===== src/rtl/alu_seq_pkg.sv =====
// Shared encodings for the ALU operation sequencer: request opcodes, aluBasic
// function codes and the sequencer FSM states.
package alu_seq_pkg;

    localparam int SEQ_WIDTH    = 8;
    localparam int SEQ_MUL_ITER = 8;

    typedef enum logic [2:0] {
        OP_ADD  = 3'b000,
        OP_SUB  = 3'b001,
        OP_INC  = 3'b010,
        OP_DEC  = 3'b011,
        OP_PASS = 3'b100,
        OP_NEG  = 3'b101,
        OP_CMP  = 3'b110,
        OP_MUL  = 3'b111
    } op_e;

    localparam logic [2:0] ALU_PASS = 3'b000;
    localparam logic [2:0] ALU_INC  = 3'b001;
    localparam logic [2:0] ALU_ADD  = 3'b010;
    localparam logic [2:0] ALU_SUB  = 3'b101;
    localparam logic [2:0] ALU_DEC  = 3'b110;

    typedef enum logic [1:0] {
        IDLE = 2'd0,
        EXEC = 2'd1,
        MUL  = 2'd2,
        DONE = 2'd3
    } state_e;

    // ALU function used by the single-pass ops; MUL picks its code per iteration.
    function automatic logic [2:0] aluCodeFor(op_e op);
        case (op)
            OP_ADD:                 return ALU_ADD;
            OP_SUB, OP_NEG, OP_CMP: return ALU_SUB;
            OP_INC:                 return ALU_INC;
            OP_DEC:                 return ALU_DEC;
            default:                return ALU_PASS;
        endcase
    endfunction

endpackage


===== src/rtl/alu_op_sequencer_if.sv =====
// Request/response handshake and flag bus between the issue logic (master)
// and the ALU operation sequencer (slave).
interface alu_op_sequencer_if #(parameter int WIDTH = 8);

    logic             req_valid;
    logic             req_ready;
    logic [2:0]       req_op;
    logic [WIDTH-1:0] req_a;
    logic [WIDTH-1:0] req_b;
    logic             rsp_valid;
    logic             rsp_ready;
    logic [WIDTH-1:0] rsp_lo;
    logic [WIDTH-1:0] rsp_hi;
    logic             flag_v;
    logic             flag_c;
    logic             flag_n;
    logic             flag_z;

    modport master (
        output req_valid, req_op, req_a, req_b, rsp_ready,
        input  req_ready, rsp_valid, rsp_lo, rsp_hi,
               flag_v, flag_c, flag_n, flag_z
    );

    modport slave (
        input  req_valid, req_op, req_a, req_b, rsp_ready,
        output req_ready, rsp_valid, rsp_lo, rsp_hi,
               flag_v, flag_c, flag_n, flag_z
    );

endinterface


===== src/rtl/alu_op_sequencer.sv =====
// Request/response front end for aluBasic: single-pass ops take one EXEC cycle,
// MUL runs a MUL_ITER-step shift-and-add through the same external ALU.
module alu_op_sequencer
    import alu_seq_pkg::*;
#(
    parameter int WIDTH    = SEQ_WIDTH,
    parameter int MUL_ITER = SEQ_MUL_ITER
) (
    input  logic                 clk,
    input  logic                 rst,
    alu_op_sequencer_if.slave    bus,
    output logic [WIDTH-1:0]     alu_a,
    output logic [WIDTH-1:0]     alu_b,
    output logic [2:0]           alu_code,
    input  logic [WIDTH-1:0]     alu_result,
    input  logic                 alu_v,
    input  logic                 alu_c,
    input  logic                 alu_n,
    input  logic                 alu_z
);

    localparam logic [2:0] LAST_ITER = 3'(MUL_ITER - 1);

    state_e           state;
    state_e           stateNext;
    op_e              opQ;
    logic [WIDTH-1:0] aQ;
    logic [WIDTH-1:0] bQ;
    logic [WIDTH-1:0] pHi;
    logic [WIDTH-1:0] pLo;
    logic [2:0]       iterCnt;
    logic             rspValidQ;
    logic [WIDTH-1:0] rspLoQ;
    logic [WIDTH-1:0] rspHiQ;
    logic             flagVQ, flagCQ, flagNQ, flagZQ;

    logic             accept;
    logic             lastIter;
    logic             mulCarry;
    logic [WIDTH-1:0] mulHi;
    logic [WIDTH-1:0] mulLo;

    assign accept   = bus.req_valid && (state == IDLE);
    assign lastIter = (iterCnt == LAST_ITER);

    // A PASS iteration (multiplier bit 0) never carries into the product.
    assign mulCarry = pLo[0] & alu_c;
    assign mulHi    = {mulCarry, alu_result[WIDTH-1:1]};
    assign mulLo    = {alu_result[0], pLo[WIDTH-1:1]};

    assign bus.req_ready = (state == IDLE) && !rst;
    assign bus.rsp_valid = rspValidQ;
    assign bus.rsp_lo    = rspLoQ;
    assign bus.rsp_hi    = rspHiQ;
    assign bus.flag_v    = flagVQ;
    assign bus.flag_c    = flagCQ;
    assign bus.flag_n    = flagNQ;
    assign bus.flag_z    = flagZQ;

    // NOTE: registers use non-blocking assignments so every flop samples the
    // values from before the edge, independent of statement order.
    always_ff @(posedge clk or posedge rst) begin
        if (rst) state <= IDLE;
        else     state <= stateNext;
    end

    always_comb begin
        stateNext = state;
        alu_a     = '0;
        alu_b     = '0;
        alu_code  = ALU_PASS;
        case (state)
            IDLE: if (accept) stateNext = (op_e'(bus.req_op) == OP_MUL) ? MUL : EXEC;
            EXEC: begin
                alu_a     = (opQ == OP_NEG) ? '0 : aQ;
                alu_b     = bQ;
                alu_code  = aluCodeFor(opQ);
                stateNext = DONE;
            end
            MUL: begin
                alu_a    = pHi;
                alu_b    = aQ;
                alu_code = pLo[0] ? ALU_ADD : ALU_PASS;
                if (lastIter) stateNext = DONE;
            end
            DONE: if (rspValidQ && bus.rsp_ready) stateNext = IDLE;
            default: stateNext = IDLE;
        endcase
    end

    always_ff @(posedge clk or posedge rst) begin
        if (rst) begin
            opQ       <= OP_ADD;
            aQ        <= '0;
            bQ        <= '0;
            pHi       <= '0;
            pLo       <= '0;
            iterCnt   <= '0;
            rspValidQ <= 1'b0;
            rspLoQ    <= '0;
            rspHiQ    <= '0;
            flagVQ    <= 1'b0;
            flagCQ    <= 1'b0;
            flagNQ    <= 1'b0;
            flagZQ    <= 1'b0;
        end else begin
            case (state)
                IDLE: if (accept) begin
                    opQ     <= op_e'(bus.req_op);
                    aQ      <= bus.req_a;
                    bQ      <= bus.req_b;
                    pHi     <= '0;
                    pLo     <= bus.req_b;
                    iterCnt <= '0;
                end
                EXEC: begin
                    rspLoQ <= (opQ == OP_CMP) ? aQ : alu_result;
                    rspHiQ <= '0;
                    flagVQ <= alu_v;
                    flagCQ <= alu_c;
                    flagNQ <= alu_n;
                    flagZQ <= alu_z;
                end
                MUL: begin
                    pHi     <= mulHi;
                    pLo     <= mulLo;
                    iterCnt <= iterCnt + 3'd1;
                    if (lastIter) begin
                        rspHiQ <= mulHi;
                        rspLoQ <= mulLo;
                        flagVQ <= 1'b0;
                        flagCQ <= (mulHi != '0);
                        flagNQ <= mulHi[WIDTH-1];
                        flagZQ <= ({mulHi, mulLo} == '0);
                    end
                end
                DONE: begin
                    // Response goes valid one cycle after entering DONE.
                    if (!rspValidQ)          rspValidQ <= 1'b1;
                    else if (bus.rsp_ready)  rspValidQ <= 1'b0;
                end
                default: ;
            endcase
        end
    end

endmodule


===== src/flat_wrapper.sv =====
// flat-port wrapper written by rule: the top's interface ports become plain ports
module alu_op_sequencer_flat import alu_seq_pkg::*;
#(
    parameter int WIDTH    = SEQ_WIDTH,
    parameter int MUL_ITER = SEQ_MUL_ITER
)
  (clk, rst, alu_a, alu_b, alu_code, alu_result, alu_v, alu_c, alu_n, alu_z, bus_req_valid, bus_req_op, bus_req_a, bus_req_b, bus_rsp_ready, bus_req_ready, bus_rsp_valid, bus_rsp_lo, bus_rsp_hi, bus_flag_v, bus_flag_c, bus_flag_n, bus_flag_z);
  alu_op_sequencer_if #(.WIDTH(WIDTH)) bus_i ();
  input  logic clk;
  input  logic rst;
  output logic [WIDTH-1:0] alu_a;
  output logic [WIDTH-1:0] alu_b;
  output logic [2:0] alu_code;
  input  logic [WIDTH-1:0] alu_result;
  input  logic alu_v;
  input  logic alu_c;
  input  logic alu_n;
  input  logic alu_z;
  input wire logic [$bits(bus_i.req_valid)-1:0] bus_req_valid;
  input wire logic [$bits(bus_i.req_op)-1:0] bus_req_op;
  input wire logic [$bits(bus_i.req_a)-1:0] bus_req_a;
  input wire logic [$bits(bus_i.req_b)-1:0] bus_req_b;
  input wire logic [$bits(bus_i.rsp_ready)-1:0] bus_rsp_ready;
  output wire logic [$bits(bus_i.req_ready)-1:0] bus_req_ready;
  output wire logic [$bits(bus_i.rsp_valid)-1:0] bus_rsp_valid;
  output wire logic [$bits(bus_i.rsp_lo)-1:0] bus_rsp_lo;
  output wire logic [$bits(bus_i.rsp_hi)-1:0] bus_rsp_hi;
  output wire logic [$bits(bus_i.flag_v)-1:0] bus_flag_v;
  output wire logic [$bits(bus_i.flag_c)-1:0] bus_flag_c;
  output wire logic [$bits(bus_i.flag_n)-1:0] bus_flag_n;
  output wire logic [$bits(bus_i.flag_z)-1:0] bus_flag_z;
  assign bus_i.req_valid = bus_req_valid;
  assign bus_i.req_op = bus_req_op;
  assign bus_i.req_a = bus_req_a;
  assign bus_i.req_b = bus_req_b;
  assign bus_i.rsp_ready = bus_rsp_ready;
  assign bus_req_ready = bus_i.req_ready;
  assign bus_rsp_valid = bus_i.rsp_valid;
  assign bus_rsp_lo = bus_i.rsp_lo;
  assign bus_rsp_hi = bus_i.rsp_hi;
  assign bus_flag_v = bus_i.flag_v;
  assign bus_flag_c = bus_i.flag_c;
  assign bus_flag_n = bus_i.flag_n;
  assign bus_flag_z = bus_i.flag_z;
  alu_op_sequencer #(.WIDTH(WIDTH), .MUL_ITER(MUL_ITER)) u_core (.clk(clk), .rst(rst), .bus(bus_i), .alu_a(alu_a), .alu_b(alu_b), .alu_code(alu_code), .alu_result(alu_result), .alu_v(alu_v), .alu_c(alu_c), .alu_n(alu_n), .alu_z(alu_z));
endmodule

===== config.mk =====
export PLATFORM = sky130hd
export DESIGN_NAME = alu_op_sequencer_flat
export DESIGN_NICKNAME = d
export VERILOG_FILES = /design/src/rtl/alu_seq_pkg.sv /design/src/rtl/alu_op_sequencer_if.sv /design/src/rtl/alu_op_sequencer.sv /design/src/flat_wrapper.sv
export SDC_FILE = /design/constraint.sdc
export NUM_CORES = 1
export LEC_CHECK = 0
export CORE_ASPECT_RATIO = 1.75
export CORE_MARGIN = 4
export CORE_UTILIZATION = 53
export CTS_CLUSTER_DIAMETER = 30
export DETAILED_ROUTE_END_ITERATION = 10
export HOLD_SLACK_MARGIN = 0.03
export PLACE_DENSITY = 0.88
export SETUP_SLACK_MARGIN = 0.5
export SKIP_CTS_REPAIR_TIMING = 1
export SYNTH_ARGS = -nofsm -noshare
export SYNTH_HDL_FRONTEND = slang
export SYNTH_SLANG_ARGS = --single-unit

===== constraint.sdc =====
create_clock -name clk -period 4.85 [get_ports clk]
set_input_delay 0.7275 -clock clk [delete_from_list [all_inputs] [get_ports clk]]
set_output_delay 0.7275 -clock clk [all_outputs]
set_load 0.02 [all_outputs]

==> results of run 1 <==
-- per-stage QoR --
| step | utilization | power (µW) |
|---|---|---|
| global route | 0.7172 | 2945 |
| floorplan | - | 1857 |
| finish | 0.7172 | 2789 |
| CTS | 0.7172 | 2794 |
| detailed placement | 0.6834 | 2337 |
| global placement | 0.6834 | 2291 |
-- metal layers --
metal / wire (µm) / up-vias / GRT usage
met3: 606 / 29 / 0.04908
met5: 0 / - / 0
met1: 2969 / 1191 / 0.2784
met4: 413 / 0 / 0.1584
met2: 4106 / 115 / 0.3909
li1: - / 1125 / -
-- cell type report --
class,instances,area (µm²),share of cell area
clock inverters,5,50.05,0.01230
inverters,6,22.52,0.005533
well taps,76,95.09,0.02336
multi-input cells,187,1469,0.3609
clock buffers,11,141.4,0.03474
repair buffers,77,765.7,0.1881
flip-flops and latches,61,1526,0.3750
-- power by group --
group          total (µW)  switching [µW]  internal, µW
registers             935             204           730
logic                1410             733           678
clock network         443             196           248
total                2790            1130          1660
-- critical path, cell delays in order, from the launching register on --
cell	delay (ns)
dfrtp_1	0.41
inv_1	0.12
ha_1	0.34
nand2_1	0.16
a31oi_2	0.47
a22o_1	0.21
clkdlybuf4s50_1	0.62
-- flip-flops by register name, summed over array words and instances (netlist names) --
register and flops:
u_core.aQ 8, u_core.bQ 8, u_core.bus.rsp_hi 8, u_core.bus.rsp_lo 8, u_core.pHi 8, u_core.pLo 8, u_core.iterCnt 3, u_core.opQ 3
u_core.state 2, u_core.bus.flag_c 1, u_core.bus.flag_n 1, u_core.bus.flag_v 1, u_core.bus.flag_z 1, u_core.bus.rsp_valid 1
-- cell families (layout without fill, tap and decap cells) --
kind of cell,Yosys count,after routing,synth area share
AND/OR/NAND/NOR,68,68,0.1159
AO/OA/AOI/OAI,66,66,0.1613
multiplexers,45,45,0.1589
flip-flops,61,61,0.4859
adder cells (fa/ha/maj),7,7,0.02788
buffers and inverters,23,99,0.04739
XOR/XNOR,1,1,0.002788
-- final timing paths --
kind | endpoint | slack [ns] | cells past startpoint
max | alu_a[0] | 1.44 | 6
min | u_core.bus.flag_c$_DFFE_PP0P_ | 0.49 | 1
max reg2reg | u_core.bus.flag_z$_DFFE_PP0P_ | 2.78 | 6
min reg2reg | u_core.bus.flag_c$_DFFE_PP0P_ | 0.49 | 1
max in group asynchronous | u_core.pLo[6]$_DFFE_PP0P_ | 3.40 | 3
min in group asynchronous | u_core.pHi[2]$_DFFE_PP0P_ | 0.95 | 3
-- cells in the final DEF (no fill, tap or decap), types with 2 or more instances in the layout --
master / count
inv_1: 5
clkbuf_8: 10
clkinv_2: 4
nor2_1: 13
a22o_1: 32
nor2b_1: 17
a21oi_1: 3
ha_1: 6
or4_1: 2
o21ai_0: 14
nand2_1: 22
mux2_2: 24
a31oi_1: 7
and2_1: 3
clkdlybuf4s50_1: 75
buf_4: 2
dfrtp_1: 61
mux2i_1: 18
==> metrics.md, run 1 <==
| Metric | Value |
|---|---|
| Post-layout min period | `3.407 ns` |
| Post-synthesis sequential area ratio | `0.4859` |
| #FFs+latches synth | `61` |
| Hold_ws | `0.4857 ns` |
| PwrDens | `685.3 nW/µm²` |
| WP data required | `4.12 ns` |
| Setup TNS | `0 ns` |
| Vias per Instance | `5.816` |
| Yosys top cell by area | `dfrtp_1` |
| CTS H-tree depth | `3` |
| Share of the synthesized area in the top cell type | `0.4859` |
| Mean Syn Cell Area | `11.59 µm²` |
| Leak | `0.001726 µW` |
| Post-synth cell types | `43` |
| Gpl congestion | `0.8446` |
| Hold_sp | `u_core.bus.flag_c$_DFFE_PP0P_` |
| Crit end category | `output port` |
| Count leader, synth | `dfrtp_1` |
| EDFF count, synth | `0` |
| DR WL/cell | `19.14 µm` |
| Die width | `66.20 µm` |
| Largest net degree at the start of global routing | `62` |
| Worst setup startpoint | `u_core.state[1]$_DFFE_PP0P_` |
| Routed WL | `8.095 mm` |
| Slew HR | `0.4967` |
| Clk sink count | `61` |
| Final WS setup | `1.443 ns` |
| Crit Path Category | `flop to output port` |
| Layout cells sized above 1 | `0.1527` |
| Dpl cells | `407` |
| Max Clock Freq | `293.5 MHz` |
| Layout Cells excl Fill | `423` |
| Die Footprint | `7272 µm²` |
| Post-synth ARST share | `1.000` |
| Largest cells by area after synthesis | `dfrtp_1, a22o_1, mux2_2` |
| Initial Util | `0.5536` |
| Worst min-delay path category | `flop to flop` |
| Post-synth top cells | `dfrtp_1, a22o_1, mux2_2` |
| CP Launch Type | `flop` |
| Max_cap viols | `0` |
| Clock slew at reported path FFs | `0.07 ns` |
| Worst R2R Start | `u_core.state[0]$_DFFE_PP0P_` |
| Most used DFF post-synth | `dfrtp_1` |
| Clk Latency, worst-skew pair | `0.34 ns` |
| Clock Tree Root | `clkbuf_8` |
| Core box area | `5675 µm²` |
| Fillers | `433` |
| Area grow syn2layout | `29.55%` |
| Clk_skew | `0.008578 ns` |
| Fin crit share | `0.7026` |
| IO Count | `76` |
| CTS Buffer Depth | `2` |
| Die height | `109.9 µm` |
| Mapped Cells | `271` |
| Peak supply drop | `0.0004601 V` |
| Remaining global-route overflow | `0` |
| DRT iter0 DRCs | `238` |
| Final hold vios | `0` |
| DRC viols | `0` |
| GRT Overall Usage | `0.2392` |
| Actual slew at the worst max-slew pin | `0.7391 ns` |
| Global-route wire length before repair | `12.77 mm` |
| Cell row count | `36` |
| Mapped cell area | `3142 µm²` |
| Placed instance area | `3879 µm²` |
| Final HPWL DP | `5.803 mm` |
| NumNets Final | `384` |
| CTS tree | `done` |
| Number of global-route vias before repair | `2,549` |
| Outcome | `completed` |
| Initial antenna violation count | `0` |
| Final setup vio count | `0` |
| Diode count | `0` |
| Synth warnings | `0` |
| Final instance area | `4070 µm²` |
| Net Count, Synth | `313` |
| Worst Path Max Fanout | `9` |
| DRT antenna net count | `0` |
| # port buffers | `75` |
| RSZ-0062 raised after global routing | `no` |
| Num CTS Buffers | `9` |
| Via count | `2,460` |
| Arr. time, crit path | `2.68 ns` |
| Dpl ws | `1.837 ns` |
| Slew Limit Fails | `0` |
| Drt first pass iters | `4` |
No activity file was read; power rests on OpenSTA's default activity.
==> run 2, diff against run 1 <==
- CORE_UTILIZATION: 53 -> 50
- PLACE_DENSITY: 0.88 -> 0.84
- clock period: 4.85 -> 3.4 ns (I/O delays scaled with it)
==> metrics.md, run 2 (synthesis gave the netlist of run 1 again) <==
| Metric | Value |
|---|---|
| Outcome | `completed` |
| Placed instance area | `3896 µm²` |
| CP cell instances | `inv_1 > ha_1 > nand2_1 > a31oi_4 > a22o_1 > clkdlybuf4s50_1` |
| CTS Buffer Depth | `2` |
| CP endpoint | `alu_a[0]` |
| Slew HR | `0.4859` |
| Num CTS Buffers | `9` |
| Routed WL | `8.048 mm` |
| Area grow syn2layout | `33.17%` |
| Global-route wire length before repair | `12.53 mm` |
| CP max-delay cell | `clkdlybuf4s50_1` |
| Die width | `67.92 µm` |
| Die height | `112.9 µm` |
| Final HPWL DP | `5.768 mm` |
| Hold_ws | `0.5002 ns` |
| DR WL/cell | `18.63 µm` |
| Seq. cell area | `1526 µm²` |
| Post-layout min period | `2.923 ns` |
| Worst min-delay path category | `flop to flop` |
| Clock slew at reported path FFs | `0.07 ns` |
| Setup TNS | `0 ns` |
| Crit end category | `output port` |
| Clk Latency, worst-skew pair | `0.34 ns` |
| Reg-to-reg endpoint | `u_core.bus.flag_z$_DFFE_PP0P_` |
| Clock Tree Root | `clkbuf_8` |
| Final hold vios | `0` |
| PwrDens | `975.5 nW/µm²` |
| Final instance area | `4184 µm²` |
| Worst R2R Start | `u_core.state[0]$_DFFE_PP0P_` |
| Diode count | `0` |
| Initial antenna violation count | `0` |
| Reg2Reg Depth | `6` |
| Final WS setup | `0.4774 ns` |
| Gpl congestion | `0.9147` |
| Remaining global-route overflow | `0` |
| Worst setup startpoint | `u_core.state[0]$_DFFE_PP0P_` |
| Largest net degree at the start of global routing | `62` |
| CTS H-tree depth | `3` |
| Dpl cells | `411` |
| RSZ-0062 raised after global routing | `yes` |
| CTS tree | `done` |
| Most common cell after layout, fill and taps aside | `clkdlybuf4s50_1` |
| Clk_skew | `0.007319 ns` |
| Drt first pass iters | `4` |
| GRT Overall Usage | `0.2225` |
| Via count | `2,476` |
| Most frequent cells in the layout | `clkdlybuf4s50_1, dfrtp_1, a22o_1` |
| Die Footprint | `7665 µm²` |
| Worst path top cell family by delay | `buffers and inverters` |
| Max_cap viols | `0` |
| Number of global-route vias before repair | `2,474` |
| Cell row count | `38` |
| Crit Path Category | `flop to output port` |
| Initial Util | `0.5122` |
| IO Count | `76` |
| # port buffers | `75` |
| CP Launch Type | `flop` |
| DRC viols | `0` |
| Final setup vio count | `0` |
| Multi-input combinational cell area | `1484 µm²` |
| Dpl ws | `0.5765 ns` |
| Layout Cells excl Fill | `432` |
| DRT iter0 DRCs | `206` |
| DRT antenna net count | `0` |
| Buf/Inv on CP | `2` |
| Max Clock Freq | `342.2 MHz` |
| Fillers | `445` |
| Fin crit share | `0.8596` |
| Critical Path Stages | `6` |
| Arr. time, crit path | `2.41 ns` |
| Peak supply drop | `0.0005943 V` |
| Slew Limit Fails | `0` |
| Clk sink count | `61` |
| Leak | `0.001936 µW` |
| Reg2Reg Setup Slack | `1.30 ns` |
| Worst Path Max Fanout | `6` |
| Actual slew at the worst max-slew pin | `0.7550 ns` |
| Vias per Instance | `5.731` |
| Layout cells sized above 1 | `0.1761` |
| Core box area | `6133 µm²` |
| WP data required | `2.89 ns` |
| Largest stage delay, worst path | `0.60 ns` |
| NumNets Final | `389` |
## run 2: worst min path at each step
stage                                           startpoint                               end  slack [ns]  cells past startpoint
after global routing      u_core.bus.rsp_hi[4]$_DFFE_PP0P_  u_core.bus.rsp_hi[4]$_DFFE_PP0P_        0.52                      1
final                     u_core.bus.rsp_hi[4]$_DFFE_PP0P_  u_core.bus.rsp_hi[4]$_DFFE_PP0P_        0.50                      1
after floorplan                  u_core.pHi[7]$_DFFE_PP0P_         u_core.pHi[7]$_DFFE_PP0P_        0.45                      2
after global placement           u_core.pHi[7]$_DFFE_PP0P_         u_core.pHi[7]$_DFFE_PP0P_        0.47                      2
after detailed placement         u_core.pHi[7]$_DFFE_PP0P_         u_core.pHi[7]$_DFFE_PP0P_        0.48                      2
after CTS                        u_core.pHi[7]$_DFFE_PP0P_         u_core.pHi[7]$_DFFE_PP0P_        0.50                      2
## run 2: area by class of cell
cell class	count	share of cell area
Sequential cell	61	0.3648
Multi-Input combinational cell	187	0.3547
Timing Repair Buffer	82	0.2010
Clock buffer	12	0.03947
Tap cell	80	0.02392
Clock inverter	4	0.01077
Inverter	6	0.005383
## run 2: metal layers
layer / GRT usage / wire length (µm)
met1: 0.2797 / 3043
met2: 0.3473 / 4162
met3: 0.04369 / 519
met4: 0.1288 / 323
met5: 0 / 0
## run 2: report_power, final
part           internal, µW  switching, µW  total (µW)  leakage (µW)
clock                   395            279         673      0.000112
combinational          1010           1070        2080       0.00107
sequential             1040            287        1330      0.000750
total                  2450           1630        4080       0.00194
## run 2: metrics by stage
stage,util,power [µW]
final,0.6822,4082
after global routing,0.6822,4323
after CTS,0.6695,4024
after detailed placement,0.6353,3339
after global placement,0.6353,3267
after floorplan,-,2649
